--- src/rtl/cpu_phase_ctrl.sv ---
// Single-clock instruction-phase sequencer: one-hot phases, (cfg_div+1) cycles per phase, FETCH/MEM stall on mem_ready.
// CPU_PHASE_PERF_EN adds cycle/instruction/stall counters; without it those ports tie to 0.
module cpu_phase_ctrl #(
    parameter int DIV_W = 4,
    parameter int CNT_W = 32
) (
    input  logic             sys_clk,
    input  logic             sys_rst,
    input  logic             run,
    input  logic             step,
    input  logic [DIV_W-1:0] cfg_div,
    input  logic             mem_ready,
    input  logic             is_mem_op,
    input  logic             halt_req,
    output logic [4:0]       phase,
    output logic             adv,
    output logic             mem_req,
    output logic             pc_en,
    output logic             busy,
    output logic             halted,
    output logic [CNT_W-1:0] cyc_cnt,
    output logic [CNT_W-1:0] instr_cnt,
    output logic [CNT_W-1:0] stall_cnt
);

    // Encoding is the phase vector itself, so phase is a direct register copy.
    typedef enum logic [4:0] {
        S_IDLE   = 5'b00000,
        S_FETCH  = 5'b00001,
        S_DECODE = 5'b00010,
        S_EXEC   = 5'b00100,
        S_MEM    = 5'b01000,
        S_WB     = 5'b10000
    } state_t;

    localparam logic [DIV_W-1:0] P_ONE = {{(DIV_W-1){1'b0}}, 1'b1};

    state_t           state, state_nxt;
    logic [DIV_W-1:0] div_l;
    logic [DIV_W-1:0] pcnt;
    logic             step_l, memop_l, halt_l, halted_r;
    logic             tick, mem_phase;

    always_comb begin
        tick      = (pcnt == div_l);
        mem_phase = (state == S_FETCH) || (state == S_MEM);
        adv       = (state != S_IDLE) && tick && (mem_ready || !mem_phase);
    end

    always_comb begin
        state_nxt = state;
        case (state)
            S_IDLE:   if (step || (run && !halted_r)) state_nxt = S_FETCH;
            S_FETCH:  if (adv) state_nxt = S_DECODE;
            S_DECODE: if (adv) state_nxt = S_EXEC;
            S_EXEC:   if (adv) state_nxt = memop_l ? S_MEM : S_WB;
            S_MEM:    if (adv) state_nxt = S_WB;
            S_WB: begin
                if (adv) begin
                    if (halt_l || step_l || !run) state_nxt = S_IDLE;
                    else                          state_nxt = S_FETCH;
                end
            end
            default:  state_nxt = S_IDLE;
        endcase
    end

    always_ff @(posedge sys_clk) begin
        if (sys_rst) begin
            state    <= S_IDLE;
            pcnt     <= '0;
            div_l    <= '0;
            step_l   <= 1'b0;
            memop_l  <= 1'b0;
            halt_l   <= 1'b0;
            halted_r <= 1'b0;
        end else begin
            state <= state_nxt;
            if (state_nxt != state)
                pcnt <= '0;
            else if (pcnt < div_l)
                pcnt <= pcnt + P_ONE;

            // New pacing only at instruction boundaries.
            if (state_nxt == S_FETCH && state != S_FETCH)
                div_l <= cfg_div;

            if (state == S_IDLE && step) begin
                step_l   <= 1'b1;
                halted_r <= 1'b0;
            end

            if (state == S_DECODE && adv) begin
                memop_l <= is_mem_op;
                halt_l  <= halt_req;
            end

            if (state == S_WB && adv) begin
                step_l  <= 1'b0;
                memop_l <= 1'b0;
                halt_l  <= 1'b0;
                if (halt_l) halted_r <= 1'b1;
            end
        end
    end

    assign phase   = state;
    assign busy    = (state != S_IDLE);
    assign mem_req = mem_phase;
    assign pc_en   = adv && (state == S_WB);
    assign halted  = halted_r;

`ifdef CPU_PHASE_PERF_EN
    localparam logic [CNT_W-1:0] C_ONE = {{(CNT_W-1){1'b0}}, 1'b1};

    logic [CNT_W-1:0] cyc_r, instr_r, stall_r;
    logic             stall;

    assign stall = mem_phase && tick && !mem_ready;

    always_ff @(posedge sys_clk) begin
        if (sys_rst) begin
            cyc_r   <= '0;
            instr_r <= '0;
            stall_r <= '0;
        end else begin
            if (busy)  cyc_r   <= cyc_r + C_ONE;
            if (pc_en) instr_r <= instr_r + C_ONE;
            if (stall) stall_r <= stall_r + C_ONE;
        end
    end

    assign cyc_cnt   = cyc_r;
    assign instr_cnt = instr_r;
    assign stall_cnt = stall_r;
`else
    assign cyc_cnt   = '0;
    assign instr_cnt = '0;
    assign stall_cnt = '0;
`endif

endmodule

--- config.mk ---
export PLATFORM = sky130hd
export DESIGN_NAME = cpu_phase_ctrl
export DESIGN_NICKNAME = d
export VERILOG_FILES = /design/src/rtl/cpu_phase_ctrl.sv
export SDC_FILE = /design/constraint.sdc
export NUM_CORES = 1
export LEC_CHECK = 0
export ABC_AREA = 1
export ABC_CLOCK_PERIOD_IN_PS = 3900
export CORE_ASPECT_RATIO = 0.8
export CORE_MARGIN = 2
export CORE_UTILIZATION = 40
export CTS_BUF_LIST = sky130_fd_sc_hd__clkbuf_2
export CTS_CLUSTER_SIZE = 30
export DETAILED_ROUTE_END_ITERATION = 6
export PLACE_DENSITY = 0.88
export REMOVE_ABC_BUFFERS = 1
export SLEW_MARGIN = 5
export SYNTH_ARGS = -nofsm -noshare
export SYNTH_HDL_FRONTEND = slang
export SYNTH_SLANG_ARGS = --single-unit
--- constraint.sdc ---
create_clock -name sys_clk -period 3.9 [get_ports sys_clk]
set_clock_uncertainty 0.1 [all_clocks]
set_input_delay 0.78 -clock sys_clk [delete_from_list [all_inputs] [get_ports sys_clk]]
set_output_delay 0.78 -clock sys_clk [all_outputs]
set_load 0.02 [all_outputs]
== Word level (Yosys, flattened, before mapping) ==
Cells that the tools add are included.
W data, S select, Z words.

* Input port bits: 11
* Memories kept: 0
* Output and inout port bits: 106
* Latch bits: 0
* Bits in read-only memories: 0
* Memory bits (writable): 0
* Bits in registers: 17
* Logic and storage cells: 49

* Mux-type cells: 12
* Add/sub/neg operators: 1
* $lt $le $gt $ge: 1
* Bitwise gates (word level): 0
* Shifts and indexed selects: 0
* Div/mod/pow operators: 0
* Reduce and logical (&&, ||, !) cells: 19
* Equal/unequal tests: 9
* Multiply operators: 0

{| class="wikitable"
|+ Operators by type and width
! operator !! number
|-
| $mux W5 || 7
|-
| $pmux W5 S6 || 1
|-
| $eq A5 B1 Y1 const B || 2
|-
| $logic_and A1 B1 Y1 || 7
|-
| $eq A5 B2 Y1 const B || 1
|-
| $eq A5 B3 Y1 const B || 1
|-
| $eq A5 B4 Y1 const B || 1
|-
| $eq A5 B5 Y1 const B || 1
|-
| $logic_not A5 Y1 || 1
|-
| $logic_or A1 B1 Y1 || 5
|-
| $ne A5 B1 Y1 const B || 1
|-
| $ne A5 B5 Y1 || 1
|-
| $reduce_bool A5 Y1 || 1
|-
| $add A4 B1 Y4 const B || 1
|-
| $eq A4 B4 Y1 || 1
|-
| $lt A4 B4 Y1 || 1
|-
| $mux W1 || 4
|-
| $reduce_or A2 Y1 || 2
|-
| $logic_not A1 Y1 || 3
|}

== Logic depth before layout (Yosys ltp) ==
Gate-level depths: netlist of the first run.

* Depth after elaboration: 9
* Depth in mapped cells: 17
* Depth with buffers taken out: 16

== Worst setup path after synthesis of the first run ==
Ideal clock, no wire load.

* Path type: reg2out
* Start point: register state[2] (netlist: phase[2])
* End point: output pc_en
* Path slack: 1.547 ns
* Data arrival time: 1.473 ns
* Path buffers: 1
* Cell stages (with the launch flop): 8
* Data required time: 3.020 ns
* Cells stage by stage: dfxtp_1 -> nor2_2 -> nand3_2 -> nand2_1 -> inv_2 -> nand2_4 -> buf_6 -> nor2_1

* Elaborated cells on any way between the ends: 10
* Classes of those cells: 3 x eq/ne; 7 x reduce/logical

{| class="wikitable"
|+ RTL lines
! element !! line !! RTL
|-
| start, declared || 38 || <nowiki>state_t state, state_nxt;</nowiki>
|-
| start signal, assigned || 78 || <nowiki>state <= state_nxt;</nowiki>
|-
| $reduce_bool A5 Y1 || n/a ||
|-
| net busy || 19 || <nowiki>output logic busy,</nowiki>
|-
| $logic_and A1 B1 Y1 (2 in series) || 47 || <nowiki>adv = (state != S_IDLE) && tick && (mem_ready || !mem_phase);</nowiki>
|-
| $logic_and A1 B1 Y1 || 110 || <nowiki>assign pc_en = adv && (state == S_WB);</nowiki>
|-
| end, declared || 18 || <nowiki>output logic pc_en,</nowiki>
|}

The timed path passes the listed nets, and every way through them passes these cells.

== Worst setup path in the final report of the first run ==
* Start point: register pcnt[0]
* End point: output pc_en

* Cells in the longest elaborated chain, start to end: 4

{| class="wikitable"
|+ Ends and longest elaborated chain
! element !! line !! RTL
|-
| start, declared || 40 || <nowiki>logic [DIV_W-1:0] pcnt;</nowiki>
|-
| start signal, assigned || 82 || <nowiki>pcnt <= pcnt + P_ONE;</nowiki>
|-
| $eq A4 B4 Y1 || 45 || <nowiki>tick = (pcnt == div_l);</nowiki>
|-
| $logic_and A1 B1 Y1 (2 in series) || 47 ||
|-
| $logic_and A1 B1 Y1 || 110 ||
|}

No other way between the ends.

==> summary.txt, run 1 <==
Pwr
  – P per Cell Area: 299.5 mW/mm^2
  – Max VDD drop: 0.00008380 V
  – Sequential fraction of design power: 0.384
  – Clock Power Share: 0.168
  – Sw Ratio: 0.4655
  – Sw power: approximately 0.00024 W
  – Gate power share: 0.447
  – Leakage: about 0.92 nW
  – Pint: 0.0002717 W

Placement
  – DP Cell Count: 322
  – IO buf count: 20
  – Post-DP HPWL: 2.471 mm
  – Pre-CTS WS: 0.7573 ns
  – Routability cong.: 0.8821

Yosys
  – Ys Warns: 0
  – Cells after synthesis: between 200 and 250
  – Sequential area share after synthesis: 0.1910
  – Post-synth cell types: 22
  – Largest family of logic cells by synthesized area: buffers and inverters
  – Area leader, netlist: buf_4
  – Simple-gate portion of the synthesized area: 0.2107
  – Synth Cell Area: 0.001782 mm^2
  – Mux contribution to synthesized area: 0.005618
  – Adder-cell area share of the yosys netlist: 0.03511
  – Yosys reg bits: 17
  – Synth Area in Compound Gates: 0.07514
  – Main area contributors after synthesis: buf_4 40%, dfxtp_1 19%, nand2_1 4.8%, inv_1 4.4%, a21oi_1 3.9%
  – Synth Area per Inst: 7.213 um^2
  – Share of the synthesized area in the top cell type: 0.4045
  – Synth Area in XOR/XNOR: 0.01475

GRT
  – Global-route track usage on met2: 0.1955
  – Grt ovf: 0
  – Total GRT Usage: 0.1097
  – GR Util met1: 0.1221
  – Via count of the first global-routing pass: 1,067
  – Met3 usage: 0.01719
  – First-pass GRT wire length: 4.498 mm
  – Initial antenna violation count: 0
  – GRT busiest layer: met2
  – Largest net degree at the start of global routing: 12

Clock tree
  – Worst-path clk slew: 0.16 ns
  – CTS tree: built
  – Worst-skew pair later-pin latency: 0.31 ns
  – Number of H-tree levels: 1
  – Max Root-Sink Buffers: 2
  – Post-CTS setup buffer count: 0
  – Clock sink count: 17
  – CTS Hold Bufs: 0
  – Cts bufs inserted: 3
  – CTS root buf: clkbuf_2
  – Number of gates resized after CTS: 0

Detailed routing
  – DR iter-0 viols: 56
  – Via/cell ratio: 3.865
  – DRT Pass-1 Iters: 5
  – Post-route ant nets: 0
  – Vias: 1,260
  – Drt drc: 0
  – WL final: 2.937 mm
  – Wirelength per Cell: 9.009 um

Cells and area
  – Multi-input logic area: approximately 970 um^2
  – # fillers: 441
  – Layout cells sized above 1: 0.09294
  – Register area: 340.3 um^2
  – Synth-to-Final Area Change: -4.705%
  – Nets: 286
  – Final std cells w/o fill: 326
  – N_diodes: 0

Run
  – Max-cap check violation count: 0

Timing
  – Final Hold Viols: 0
  – Relative slew slack: 0.6377
  – Max Clock Freq: 0.3168 GHz
  – Max Slew Vio Count: 0
  – RSZ-0062 raised after global routing: no
  – Minimum clock period: ~3.2 ns
  – TNS Setup: 0 ns
  – Final worst slack: 0.7435 ns
  – Slew @ Worst Pin: 0.5378 ns
  – Part of the cycle the worst path needs: 0.8094
  – Setup violations, final: 0

Worst setup path
  – Max incr delay on CP: 0.62 ns
  – Crit path kind: reg -> out
  – Worst R2R Path Depth: 14
  – CP top delay family: buffers and inverters
  – Worst EP arrival: about 2.3 ns
  – CP Data Required Time: 3.02 ns
  – CP max FO: 11
  – Crit Reg-Reg Startpoint: pcnt[0]
  – Slowest CP cell: clkdlybuf4s50_1
  – Worst Setup Start Kind: flip-flop
  – FF-to-FF End: pcnt[1]
  – Crit path buf inv count: 3
  – Nature of the critical path endpoint: output port
  – CP cell instances: inv_1 > ha_1 > nand2_1 > nor2_1 > nand2_1 > inv_2 > nand2_4 > nor2_1 > clkdlybuf4s50_1
  – Flop-to-flop setup slack: 1.80 ns

Floorplanning
  – DIE HEIGHT: 63.70 um
  – Die W: 78.62 um
  – I/O Pins: 117
  – Core area: between 0.004 and 0.005 mm^2
  – Die area: ~0.005 mm^2
  – Row Count: 21
  – Initial Util: 0.4212

Status
  – Status: finished clean

Min path
  – Hold Path Class: reg -> reg
  – Hold depth: 2
  – HP Start: div_l[2]
  – Hold EP: div_l[2]
[tightest hold or removal path: cells and delay by family, from the launching register on]
kind | cells | cell delay (ns)
flip-flops | 1 | 0.33
buffers and inverters | 1 | 0.06
AO/OA/AOI/OAI | 1 | 0.05
[layer usage]
layer | up-vias | wire (um) | share of wire
li1 | 628 | - | -
met1 | 554 | 1150 | 0.39
met2 | 68 | 1460 | 0.50
met3 | 10 | 242 | 0.082
met4 | 0 | 85 | 0.029
met5 | - | 0 | 0
[state kept, by name, summed over array words and instances, names as in the netlist]
signal / cells
halt_l: 1
memop_l: 1
step_l: 1
halted: 1
div_l: 4
pcnt: 4
phase: 5
[cells by family after synthesis]
kind of cell             count (synthesis)
XOR/XNOR                                 3
buffers and inverters                  123
AO/OA/AOI/OAI                           24
flip-flops                              17
AND/OR/NAND/NOR                         73
adder cells (fa/ha/maj)                  5
other                                    1
multiplexers                             1
[area by class of cell]
class                           count  share of cell area
Clock buffer                        4             0.01179
Inverter                           26             0.05748
Multi-Input combinational cell    202              0.5704
Sequential cell                    17              0.2004
Tap cell                           57             0.04200
Timing Repair Buffer               20              0.1179
[cell usage after synthesis]
cell      number
mux2i_1        1
nor2_1        16
nand2_2        3
inv_1         21
a211oi_1       1
conb_1         1
xor2_1         3
buf_6          1
a21oi_1       14
dfxtp_1       17
buf_4         96
nand2_1       23
inv_2          5
nand4_1        4
ha_1           5
o21ai_0        8
nor2_2         4
nand2_4        4
a21oi_4        1
nand3_1       14
nand3_2        4
nor3_1         1
[stage by stage]
step	cell area, um^2	power (W)	util	hold WS, ns
after floorplan	1406	0.0003794	-	0.3322
after global placement	1678	0.0004182	0.3966	0.3460
after detailed placement	1678	0.0004236	0.3966	0.3553
after CTS	1698	0.0005082	0.4014	0.3763
after global routing	1698	0.0005429	0.4014	0.3966
final	1698	0.0005084	0.4014	0.3698
[power by group through the flow]
stage / Combinational (W) / Sequential (W) / Clock [W]
finish: 0.000227 / 0.000195 / 0.0000856
floorplan: 0.000180 / 0.000199 / 0
detailed placement: 0.000225 / 0.000199 / 0
global route: 0.000249 / 0.000197 / 0.0000970
global placement: 0.000220 / 0.000198 / 0
CTS: 0.000225 / 0.000195 / 0.0000876
[how the worst max path moves through the flow]
stage,slack (ns),start,cells past startpoint,end
finish,0.74,pcnt[0],9,pc_en
CTS,0.74,pcnt[0],9,pc_en
global placement,0.76,mem_ready,6,pc_en
floorplan,1.62,phase[2],6,pc_en
global route,0.57,pcnt[0],9,pc_en
detailed placement,0.76,mem_ready,6,pc_en
[placed cells by master, fill, tap and decap left out, drive strengths merged]
cell,instances
ha,5
clkbuf,4
nand4,4
o21ai,8
nor3,1
dfxtp,17
nand2,30
nor2,20
clkdlybuf4s50,20
a21oi,15
mux2i,1
a211oi,1
conb,96
xor2,3
nand3,18
inv,26
(Power assumes the default switching activity.)
==> inputs of run 2 (changes only) <==
- ABC_CLOCK_PERIOD_IN_PS: 3900 -> 3300
- CORE_UTILIZATION: 40 -> 37
- PLACE_DENSITY: 0.88 -> 0.82
- clock period: 3.9 -> 3.3 ns (I/O delays scaled with it)
==> run 2 against run 1 <==
Against the previous run:
- sequential cell count unchanged
- sequential share of layout area is essentially flat
- register-to-register slack worse by 0.53 ns
- critical endpoint unchanged
==> summary.txt, run 2 (synthesized netlist as in run 1, its figures left out) <==
Floorplanning
  – Die W: 81.59 um (+3.8%)
  – DIE HEIGHT: 66.07 um (+3.7%)
  – Core area: 0.004624 mm^2 (+9.3%)
  – Die area: 0.005390 mm^2 (+7.6%)
  – Initial Util: 0.3853 (-0.03590)
  – Row Count: 22 (+4.8%)
  – I/O Pins: 117 (unchanged)

Min path
  – Hold depth: 2 (unchanged)
  – Hold EP: div_l[2]
  – HP Start: div_l[2]
  – Hold Path Class: reg -> reg

Placement
  – Routability cong.: 0.9765 (+11%)
  – Pre-CTS WS: 0.3771 ns (-0.3801 ns)
  – Post-DP HPWL: 2.430 mm (-1.7%)
  – IO buf count: 20 (unchanged)

GRT
  – Initial antenna violation count: 0 (unchanged)
  – Via count of the first global-routing pass: 942 (-12%)
  – First-pass GRT wire length: 4.133 mm (-8.1%)
  – Total GRT Usage: 0.09960 (-0.01015)
  – Grt ovf: 0 (unchanged)
  – Largest net degree at the start of global routing: 12 (unchanged)

Detailed routing
  – Via/cell ratio: 3.863 (about the same)
  – Vias: 1,271 (+0.87%)
  – Post-route ant nets: 0 (unchanged)
  – WL final: 2.844 mm (-3.2%)
  – DR iter-0 viols: 85 (+52%)
  – Drt drc: 0 (unchanged)
  – DRT Pass-1 Iters: 4 (-1)
  – Wirelength per Cell: 8.644 um (-4.0%)

Worst setup path
  – Crit Reg-Reg Startpoint: pcnt[0]
  – Crit path kind: reg -> out
  – Flop-to-flop setup slack: 1.27 ns (-0.53 ns)
  – CP Data Required Time: 2.54 ns (-0.48 ns)
  – Worst EP arrival: 2.27 ns (about the same)
  – Slowest CP cell: clkdlybuf4s50_1
  – Worst R2R Path Depth: 14 (unchanged)
  – Nature of the critical path endpoint: output port
  – CP cell instances: inv_1 > ha_1 > nand2_1 > nor2_1 > nand2_1 > inv_2 > nand2_4 > nor2_1 > clkdlybuf4s50_1
  – Worst Setup Start Kind: flip-flop
  – CP max FO: 11 (unchanged)
  – Max incr delay on CP: 0.63 ns (about the same)
  – FF-to-FF End: pcnt[2]

Clock tree
  – Cts bufs inserted: 3 (unchanged)
  – CTS Hold Bufs: 0 (unchanged)
  – CTS tree: built
  – Worst-path clk slew: 0.16 ns (about the same)
  – Number of H-tree levels: 1 (unchanged)
  – Post-CTS setup buffer count: 0 (unchanged)
  – Clock sink count: 17 (unchanged)
  – CTS root buf: clkbuf_2
  – Worst-skew pair later-pin latency: 0.30 ns (about the same)
  – Number of gates resized after CTS: 0 (unchanged)
  – Max Root-Sink Buffers: 2 (unchanged)

Cells and area
  – Final Util: 0.3680 (-0.03340)
  – Max FFs per register: 5 (unchanged)
  – N_diodes: 0 (unchanged)
  – Synth-to-Final Area Change: -4.495%
  – Layout cells sized above 1: 0.09294 (unchanged)
  – Most frequent cells in the layout: 96 x conb_1, 23 x nand2_1, 21 x inv_1, 20 x clkdlybuf4s50_1, 17 x dfxtp_1
  – Commonest non-fill, non-tap cell in the layout: conb_1
  – Nets: 286 (unchanged)

Pwr
  – Max VDD drop: 0.0001271 V (+52%)
  – Leakage: 0.9188 nW (unchanged)
  – Final Total Pwr: 0.0005963 W (+17%)
  – P per Cell Area: 350.4 mW/mm^2 (+17%)

Timing
  – Relative slew slack: 0.6473 (+0.009636)
  – Final Hold Viols: 0 (unchanged)
  – TNS Setup: 0 ns (unchanged)
  – Minimum clock period: 3.032 ns
  – Part of the cycle the worst path needs: 0.9187
  – Max Clock Freq: 0.3298 GHz
  – Slew @ Worst Pin: 0.5235 ns (-0.01430 ns)
  – Max Slew Vio Count: 0 (unchanged)
  – Setup violations, final: 0 (unchanged)
  – Final worst slack: 0.2682 ns (-0.4753 ns)
  – RSZ-0062 raised after global routing: no

Run
  – Max-cap check violation count: 0 (unchanged)

Status
  – Status: finished clean
==> run 2: cell counts in the layout (fill, tap and decap cells not counted) <==
Identical to the previous run, type by type.
==> run 2: routing by layer <==
| layer | part of all wire | global-route usage | vias to the layer above |
|---|---|---|---|
| met5 | 0 | 0 | - |
| met4 | 0.020 | 0.05625 | 0 |
| met3 | 0.087 | 0.01230 | 4 |
| met2 | 0.48 | 0.1557 | 70 |
| met1 | 0.41 | 0.1316 | 568 |
| li1 | - | - | 629 |
==> run 2: how the worst max path moves through the flow <==
| stage | start | endpoint | slack [ns] | cells after the start |
|---|---|---|---|---|
| 5_1_grt | div_l[3] | pc_en | 0.06 | 9 |
| 6_report | pcnt[0] | pc_en | 0.27 | 9 |
| 4_1_cts | pcnt[0] | pc_en | 0.26 | 9 |
| 2_1_floorplan | phase[2] | pc_en | 1.14 | 6 |
| 3_3_place_gp | mem_ready | pc_en | 0.39 | 6 |
| 3_5_place_dp | mem_ready | pc_en | 0.38 | 6 |
==> run 2: final cells by class <==
cell class	count	area (um^2)
Multi-Input combinational cell	202	968.4
Timing Repair Buffer	20	200.2
Inverter	26	97.59
Clock buffer	4	20.02
Sequential cell	17	340.3
Fill cell	492	2923
Tap cell	60	75.07
==> run 2: through the flow <==
step | cell area [um^2] | hold slack [ns] | cells
final | 1702 | 0.3736 | 329
after global routing | 1702 | 0.4012 | 329
after CTS | 1702 | 0.3744 | 329
after detailed placement | 1682 | 0.3533 | 325
after global placement | 1682 | 0.3503 | 325
after floorplan | 1406 | 0.3322 | 245
==> run 2: worst max-delay path: cells and delay by family (launching register included) <==
kind          cells  cell delay [ns]
buf+inv           3             0.80
flops             1             0.42
fa+ha+maj         1             0.27
simple gates      5             0.48
==> run 2: power breakdown <==
part / internal [W] / total [W] / switching (W)
Sequential: 0.000220 / 0.000230 / 0.00000993
Clock: 0.0000321 / 0.0000986 / 0.0000665
Combinational: 0.0000684 / 0.000268 / 0.000199
==> inputs of run 3 (changes only) <==
- RECOVER_POWER: unset -> 100
==> run 3 against run 2 <==
Against the previous run:
- combinational power down 5%
- count of clock-buffer cells in the layout stayed put
- global-route usage unchanged
- clock power barely moved
- first-iteration DRC count fell by 28%
- critical path type unchanged
- critical endpoint is now adv
- highest routed layer unchanged
==> summary.txt, run 3 (synthesized netlist as in run 1, its figures left out) <==
Detailed routing
  – Met3 WL post-DR: 278 um (+13%)
  – Via/cell ratio: 3.848 (-0.39%)
  – DR iter-0 viols: 61 (-28%)
  – Drt drc: 0 (unchanged)
  – Wirelength per Cell: 8.626 um (-0.21%)
  – DRT Pass-1 Iters: 4 (unchanged)
  – Met1 wire length: 1.132 mm (-3.3%)
  – WL final: 2.838 mm (-0.21%)
  – WL met2: 1.371 mm (+0.15%)
  – Vias: 1,266 (-0.39%)
  – Top sig layer: met4
  – Post-route ant nets: 0 (unchanged)

Cells and area
  – Commonest non-fill, non-tap cell in the layout: conb_1
  – Most frequent cells in the layout: 96 x conb_1, 26 x nand2_1, 22 x inv_1, 17 x dfxtp_1, 16 x nor2_1
  – Max FFs per register: 5 (unchanged)
  – Synth-to-Final Area Change: -6.110%
  – Multi-input logic area: 939.7 um^2 (-3.0%)
  – Layout cells sized above 1: 0.07063 (-0.02230)
  – # fillers: 499 (+1.4%)
  – Nets: 286 (unchanged)
  – N_diodes: 0 (unchanged)
  – Register area: 340.3 um^2 (unchanged)

Clock tree
  – Post-CTS setup buffer count: 0 (unchanged)
  – Clock sink count: 17 (unchanged)
  – Number of H-tree levels: 1 (unchanged)
  – Max Root-Sink Buffers: 2 (unchanged)
  – CTS root buf: clkbuf_2
  – Worst-skew pair later-pin latency: 0.30 ns (about the same)
  – CTS tree: built
  – Worst-path clk slew: 0.16 ns (about the same)
  – Number of gates resized after CTS: 0 (unchanged)
  – CTS Hold Bufs: 0 (unchanged)
  – Cts bufs inserted: 3 (unchanged)

Worst setup path
  – CP max FO: 11 (unchanged)
  – CP top delay family: buffers and inverters
  – Slowest CP cell: dlygate4sd3_1
  – Crit path kind: reg -> out
  – CP cell instances: inv_1 > ha_1 > nand2_1 > nor2_1 > nand2_1 > inv_2 > nand2_4 > inv_1 > dlygate4sd3_1
  – Worst Setup Start Kind: flip-flop
  – Max incr delay on CP: 0.68 ns (+0.05 ns)
  – CP Data Required Time: 2.54 ns (about the same)
  – Worst EP arrival: 2.26 ns (about the same)
  – Crit path buf inv count: 4 (+1)
  – Nature of the critical path endpoint: output port

Status
  – Status: finished clean

Placement
  – Routability cong.: 0.9765 (unchanged)
  – IO buf count: 20 (unchanged)
  – Post-DP HPWL: 2.430 mm (unchanged)

Floorplanning
  – Row Count: 22 (unchanged)
  – Die area: 0.005390 mm^2 (unchanged)
  – I/O Pins: 117 (unchanged)
  – Initial Util: 0.3853 (unchanged)
  – Die W: 81.59 um (unchanged)
  – Core area: 0.004624 mm^2 (unchanged)
  – DIE HEIGHT: 66.07 um (unchanged)

Pwr
  – Max VDD drop: 0.0001242 V (-2.2%)
  – Final Total Pwr: 0.0005826 W (-2.3%)
  – P per Cell Area: 348.3 mW/mm^2 (-0.62%)
  – Leakage: 0.9415 nW (+2.5%)

GRT
  – First-pass GRT wire length: 4.133 mm (unchanged)
  – Initial antenna violation count: 0 (unchanged)
  – Via count of the first global-routing pass: 942 (unchanged)
  – Total GRT Usage: 0.09960 (unchanged)
  – Largest net degree at the start of global routing: 12 (unchanged)
  – Grt ovf: 0 (unchanged)

Timing
  – Relative slew slack: 0.6474 (about the same)
  – Max Slew Vio Count: 0 (unchanged)
  – Setup violations, final: 0 (unchanged)
  – Max Clock Freq: 0.3306 GHz (+0.25%)
  – Slew @ Worst Pin: 0.5234 ns (-0.00008750 ns)
  – Minimum clock period: 3.024 ns (-0.007442 ns)
  – Final Hold Viols: 0 (unchanged)
  – Worst hold slack: 0.3732 ns (-0.0003510 ns)
  – Part of the cycle the worst path needs: 0.9165 (-0.002255)
  – RSZ-0062 raised after global routing: no
  – TNS Setup: 0 ns (unchanged)

Min path
  – Hold Path Class: reg -> reg

Run
  – Max-cap check violation count: 0 (unchanged)
-- run 3: cell types whose count changed in the layout (fill, tap and decap cells not counted), moves of 2 or more --
cell             delta
nand2_2             -2
dlygate4sd3_1       +9
nand2_1             +3
clkdlybuf4s50_1     -9
-- run 3: per-stage QoR --
step	util	worst slack (ns)	instance area (um^2)	std cells
after detailed placement	0.3636	0.3771	1682	325
after floorplan	-	1.140	1406	245
after CTS	0.3680	0.2627	1702	329
after global placement	0.3636	0.3867	1682	325
final	0.3617	0.2756	1673	329
after global routing	0.3617	0.07525	1673	329
-- run 3: layout make-up --
type	instances	area share
multi-input cells	202	0.5617
flip-flops and latches	17	0.2034
repair buffers	20	0.1197
inverters	26	0.05834
well taps	60	0.04488
clock buffers	4	0.01197
-- run 3: power by group --
part           internal (W)  switching, W
Combinational     0.0000614      0.000193
Sequential         0.000220    0.00000989
Clock             0.0000321     0.0000664
-- run 3: tightest hold or removal path, delay by kind of cell (launching register included) --
family | cells | cell delay [ns]
AO/OA/AOI/OAI | 1 | 0.06
buffers and inverters | 1 | 0.06
flip-flops | 1 | 0.33
-- run 3: worst paths after layout --
check                           startpoint       to  slack (ns)  cells past startpoint
worst max-delay path               pcnt[0]      adv        0.28                      9
worst min-delay path                step_l   step_l        0.37                      2
worst max register to register     pcnt[0]  pcnt[2]        1.04                     14
worst min register to register      step_l   step_l        0.37                      2
-- run 3: per-layer routing --
layer	vias up	track usage
li1	631	-
met1	553	0.1316
met2	78	0.1557
met3	4	0.01230
met4	0	0.05625
met5	-	0
